### src/rtl/axis_skid2.sv
// -----------------------------------------------------------------------------
// axis_skid2: two-entry head/skid output buffer.
// The head slot drives the output; the skid slot absorbs a word that lands while
// the head is held by a stalled consumer. The writer must never present more
// words than the buffer has room for (the caller tracks credit), so no input
// ready is exposed.
// Ports:
//   clk, sync_reset        clock, synchronous active-high reset
//   in_valid, in_data      word to store this cycle
//   out_valid, out_data    head entry (registered)
//   out_ready              consumer accepts the head this cycle
// -----------------------------------------------------------------------------
module axis_skid2 #(
   parameter int unsigned DATA_WIDTH = 32
) (
   input  logic                  clk,
   input  logic                  sync_reset,
   input  logic                  in_valid,
   input  logic [DATA_WIDTH-1:0] in_data,
   output logic                  out_valid,
   output logic [DATA_WIDTH-1:0] out_data,
   input  logic                  out_ready
);

   logic                  head_valid;
   logic                  skid_valid;
   logic [DATA_WIDTH-1:0] head_data;
   logic [DATA_WIDTH-1:0] skid_data;
   logic                  pop_c;

   assign pop_c = head_valid & out_ready;

   // Head/skid update; the skid entry is always older than an incoming word.
   always_ff @(posedge clk) begin
      if (sync_reset) begin
         head_valid <= 1'b0;
         skid_valid <= 1'b0;
         head_data  <= '0;
         skid_data  <= '0;
      end else if (pop_c) begin
         if (skid_valid) begin
            head_data  <= skid_data;
            skid_valid <= in_valid;
            if (in_valid) skid_data <= in_data;
         end else begin
            head_valid <= in_valid;
            if (in_valid) head_data <= in_data;
         end
      end else if (!head_valid) begin
         head_valid <= in_valid;
         if (in_valid) head_data <= in_data;
      end else if (in_valid) begin
         skid_valid <= 1'b1;
         skid_data  <= in_data;
      end
   end

   assign out_valid = head_valid;
   assign out_data  = head_data;

endmodule

### src/rtl/axis_fifo_reader.sv
// -----------------------------------------------------------------------------
// axis_fifo_reader: drains a native (1-cycle read latency) FIFO onto an
// AXI-stream master, inserting tlast every frame_len+1 beats and tagging each
// beat with a wrapping frame index on tuser.
// Ports:
//   clk, sync_reset     clock, synchronous active-high reset
//   frame_len           beats per frame minus 1, sampled at beat 0 of a frame
//   fifo_empty          native FIFO empty flag
//   fifo_rd_en          native FIFO read strobe (combinational)
//   fifo_dout           FIFO read data, valid the cycle after fifo_rd_en
//   m_axis_*            AXI-stream master (tlast is combinational on state)
//   frame_done          one-cycle pulse the cycle after the tlast handshake
// -----------------------------------------------------------------------------
module axis_fifo_reader #(
   parameter int unsigned DATA_WIDTH  = 32,
   parameter int unsigned TUSER_WIDTH = 8,
   parameter int unsigned LEN_WIDTH   = 16
) (
   input  logic                   clk,
   input  logic                   sync_reset,
   input  logic [LEN_WIDTH-1:0]   frame_len,
   input  logic                   fifo_empty,
   output logic                   fifo_rd_en,
   input  logic [DATA_WIDTH-1:0]  fifo_dout,
   output logic                   m_axis_tvalid,
   output logic [DATA_WIDTH-1:0]  m_axis_tdata,
   output logic                   m_axis_tlast,
   output logic [TUSER_WIDTH-1:0] m_axis_tuser,
   input  logic                   m_axis_tready,
   output logic                   frame_done
);

   localparam int unsigned      CNT_WIDTH    = 2;
   localparam logic [CNT_WIDTH-1:0] CREDIT_DEPTH = CNT_WIDTH'(2);

   logic [CNT_WIDTH-1:0]   cnt;
   logic [CNT_WIDTH-1:0]   cnt_after_pop;
   logic                   rd_pending;
   logic                   pop;
   logic [LEN_WIDTH-1:0]   beat_cnt;
   logic [LEN_WIDTH-1:0]   len_q;
   logic [LEN_WIDTH-1:0]   len_eff;
   logic [TUSER_WIDTH-1:0] frame_idx;

   assign pop = m_axis_tvalid & m_axis_tready;

   // Credit counts buffered words plus a read in flight; a slot freed by this
   // cycle's pop may be refilled by this cycle's read.
   assign cnt_after_pop = cnt - CNT_WIDTH'(pop);
   assign fifo_rd_en    = ~fifo_empty & ~sync_reset & (cnt_after_pop < CREDIT_DEPTH);

   // frame_len is live at beat 0 and frozen for the rest of the frame.
   assign len_eff      = (beat_cnt == '0) ? frame_len : len_q;
   assign m_axis_tlast = m_axis_tvalid & (beat_cnt == len_eff);
   assign m_axis_tuser = frame_idx;

   // Credit, read pipeline and framing state.
   always_ff @(posedge clk) begin
      if (sync_reset) begin
         cnt        <= '0;
         rd_pending <= 1'b0;
         beat_cnt   <= '0;
         len_q      <= '0;
         frame_idx  <= '0;
         frame_done <= 1'b0;
      end else begin
         cnt        <= cnt + CNT_WIDTH'(fifo_rd_en) - CNT_WIDTH'(pop);
         rd_pending <= fifo_rd_en;
         frame_done <= pop & m_axis_tlast;
         if (pop) begin
            if (beat_cnt == '0) len_q <= frame_len;
            if (m_axis_tlast) begin
               beat_cnt  <= '0;
               frame_idx <= frame_idx + TUSER_WIDTH'(1);
            end else begin
               beat_cnt  <= beat_cnt + LEN_WIDTH'(1);
            end
         end
      end
   end

   // Output buffer; the word read last cycle is captured from fifo_dout now.
   axis_skid2 #(
      .DATA_WIDTH (DATA_WIDTH)
   ) u_skid (
      .clk        (clk),
      .sync_reset (sync_reset),
      .in_valid   (rd_pending),
      .in_data    (fifo_dout),
      .out_valid  (m_axis_tvalid),
      .out_data   (m_axis_tdata),
      .out_ready  (m_axis_tready)
   );

endmodule
### config.mk
export PLATFORM = sky130hd
export DESIGN_NAME = axis_fifo_reader
export DESIGN_NICKNAME = d
export VERILOG_FILES = /design/src/rtl/axis_skid2.sv /design/src/rtl/axis_fifo_reader.sv
export SDC_FILE = /design/constraint.sdc
export NUM_CORES = 1
export LEC_CHECK = 0
export ABC_AREA = 0
export ABC_CLOCK_PERIOD_IN_PS = 4600
export CORE_MARGIN = 10
export CORE_UTILIZATION = 45
export CTS_CLUSTER_DIAMETER = 60
export DETAILED_ROUTE_END_ITERATION = 6
export PLACE_DENSITY = 0.83
export SLEW_MARGIN = 20
export SYNTH_ARGS = -nofsm -noshare
export SYNTH_HDL_FRONTEND = slang
export SYNTH_SLANG_ARGS = --single-unit
### constraint.sdc
create_clock -name clk -period 4.6 [get_ports clk]
set_input_delay 0.69 -clock clk [delete_from_list [all_inputs] [get_ports clk]]
set_output_delay 0.69 -clock clk [all_outputs]
set_load 0.03 [all_outputs]
==> qor.csv <==
metric,value,unit
area occupied by multi-input gates,2400,sq um
Slew @ Worst Pin,0.997,ns
number of remaining DRC errors,0,
register area,2200,sq um
final net count,774,
R2R cell count,9,
R2R Setup Slk,1.26,ns
sequential power share,49.6,%
die height,125,microns
Port Buffer Count,95,
combinational cell fraction of total power,15.6,%
Peak VDD IR,0.220,mV
H-tree depth,3,
leakage power,2.35,nW
CP endpoint kind,output port,
"Clk Latency, worst-skew pair",0.38,ns
Routed WL per cell,15.7,microns
TritonCTS clock tree,yes,
Min-Delay Path Class,flip-flop to flip-flop,
Post-CTS Setup Repair Bufs,0,
setup TNS,0,ns
"Hold-fix buffers, CTS",0,
Synth Area in XOR/XNOR,4.23,%
Post-synth ARST share,0,%
Crit Path Category,flip-flop to output port,
largest net degree at the start of global routing,96,
clock sinks,110,
R2R Path Start,beat_cnt[1],
layout cell share with drive strength beyond 1,5.40,%
sequential share of the synthesized area,44.4,%
num rows,38,
clk slew on worst S/H paths,0.10,ns
YS warnings,0,
Inserted Diodes,0,
Slew headroom,33.5,%
Synth Area in Simple Gates,23.5,%
top_reg_cell synth,dfxtp_1,
Synth top area share,44.4,%
Yosys reg bits,110,
"Data required, critical path",3.91,ns
worst setup path endpoint,m_axis_tlast,
compound-gate portion of the synthesized area,18.8,%
vias in the first global route,4664,
routability cong.,1.04,
Critical Path AT,3.37,ns
Routed WL,13.5,mm
Overall Global Routing Usage,16.7,%
Worst Skew,0.00903,ns
Max-cap violations,0,
Mean Syn Cell Area,7.66,sq um
initial antenna violation count,0,
Int Power,1.53,mW
first-pass GRT wire length,22.3,mm
Worst Path Max Fanout,8,
DRT antenna net count,0,
PwrDens,330,nW/um^2
Placeable Area,10800,sq um
clk buf depth,2,
Post-DP HPWL,9.39,mm
"Remaining Overflow, GRT",0,
clock share of power,34.9,%
RSZ-0062 raised after global routing,no,
Synthesized Nets,705,
Pins Over Slew Limit,0,
f_max,246,MHz
Vias,4725,
multiplexer area fraction after synthesis,0.202,%
sw frac,25.6,%
Overall Power,2.05,mW
Synth Area in Adders,1.26,%
DIE AREA,15600,sq um
post-synthesis cell area,4960,sq um
Syn Inst Count,648,
status,completed,
area grow syn2layout,25.4,%
Initial Utilization,45.8,%
# resized after CTS,0,
final period utilization,88.2,%
Iter 0 DRT Violations,378,
DR pass1 iterations,7,
largest family of logic cells by synthesized area,simple AND/OR/NAND/NOR gates,
worst r2r dst,beat_cnt[13],
Worst Setup SP,beat_cnt[1],
Die X,125,microns
Yosys top cell by area,dfxtp_1,
setup violators final,0,
net load switching power,0.526,mW
number of library cell types mapped by synthesis,46,
TritonCTS buffer count,9,
Post-synth EDFFs,0,
Worst setup SP type,flip-flop,
Final Hold Fails,0,
CTS root buffer,clkbuf_8,
IO Count,96,
Via density,5.48,
Filler Cell Count,940,
Synth area leaders,"dfxtp_1 (44%), nand2_1 (8.3%), nor2_1 (7.0%)",
fin crit period,4.06,ns
[kinds of logic (layout without fill, tap and decap cells)]
group / after synthesis / after routing
simple gates: 260 / 260
mux: 1 / 1
xor+xnor: 24 / 24
buf+inv: 96 / 170
fa+ha+maj: 5 / 5
flops: 110 / 110
compound gates: 152 / 152
[synth_stat cells, types with 5 or more instances]
cell type,instances
nor2_1,93
o22ai_1,35
a222oi_1,5
a21oi_1,61
o21ai_1,6
nor3_1,9
dfxtp_1,110
or3_1,10
xor2_1,6
clkbuf_1,34
nand4_1,7
a31oi_1,32
nand3_1,9
xnor2_1,18
nand2_1,110
ha_1,5
inv_1,51
[cell usage in the layout, fill, tap and decap left out, drive strengths merged, types with 10 or more instances in the layout]
master,count
a31oi,32
inv,53
clkbuf,11
nor2,93
clkdlybuf4s50,94
a21oi,61
o22ai,35
xnor2,18
or3,10
dfxtp,110
nand2,110
[flip-flops by register name (all words and copies together), names as in the netlist]
name and count:
frame_done 1, rd_pending 1, u_skid.out_valid 1, u_skid.skid_valid 1, u_skid.skid_data 32, len_q 16
beat_cnt 16, u_skid.out_data 32, m_axis_tuser 8, cnt 2
[layout make-up]
type	instances	area share, %
Multi-Input combinational cell	442	38.5
Timing Repair Buffer	102	16.0
Inverter	52	3.14
Clock buffer	11	2.43
Clock inverter	5	1.67
Sequential cell	110	35.4
Tap cell	140	2.81
[power groups by stage]
stage | logic [mW] | registers (mW) | clock network, mW
floorplan | 0.131 | 1.08 | 0
global placement | 0.312 | 1.04 | 0
detailed placement | 0.319 | 1.04 | 0
CTS | 0.320 | 1.02 | 0.741
global route | 0.346 | 1.02 | 0.765
finish | 0.320 | 1.02 | 0.715
[per-layer routing]
metal  vias to the layer above  part of all wire, %  track usage [%]
li1                       2324                    -                -
met1                      2168                   43             20.3
met2                       209                   47             26.9
met3                        24                  8.4             5.45
met4                         0                  2.1             6.71
met5                         -                    0                0
[how the worst min path moves through the flow]
stage	start	end	slack, ns	depth (start not counted)
6_report	u_skid.skid_data[13]	u_skid.skid_data[13]	0.46	2
4_1_cts	u_skid.skid_data[4]	u_skid.skid_data[4]	0.46	2
3_5_place_dp	u_skid.skid_data[2]	u_skid.skid_data[2]	0.45	2
5_1_grt	u_skid.skid_data[2]	u_skid.skid_data[2]	0.48	2
3_3_place_gp	u_skid.skid_data[13]	u_skid.skid_data[13]	0.44	2
2_1_floorplan	u_skid.skid_data[0]	u_skid.skid_data[0]	0.44	2
[worst max-delay path, cell delays in order, from the launching register on]
cell and delay (ns):
dfxtp_1 0.37, inv_1 0.14, ha_1 0.17, nor4b_4 0.25, and4_1 0.48, a21oi_1 0.19
nor4_1 0.41, and4b_1 0.30, clkdlybuf4s50_1 0.69
[through the flow]
step | util [%] | instance area [sq um] | hold WS, ns | setup slack [ns] | std cells
floorplan | - | 4960 | 0.437 | 1.89 | 648
global placement | 55.1 | 5970 | 0.442 | 0.934 | 846
detailed placement | 55.1 | 5970 | 0.448 | 0.907 | 846
CTS | 57.4 | 6220 | 0.464 | 0.576 | 862
global route | 57.4 | 6230 | 0.477 | 0.296 | 862
finish | 57.4 | 6230 | 0.460 | 0.541 | 862
(Power assumes the default switching activity.)
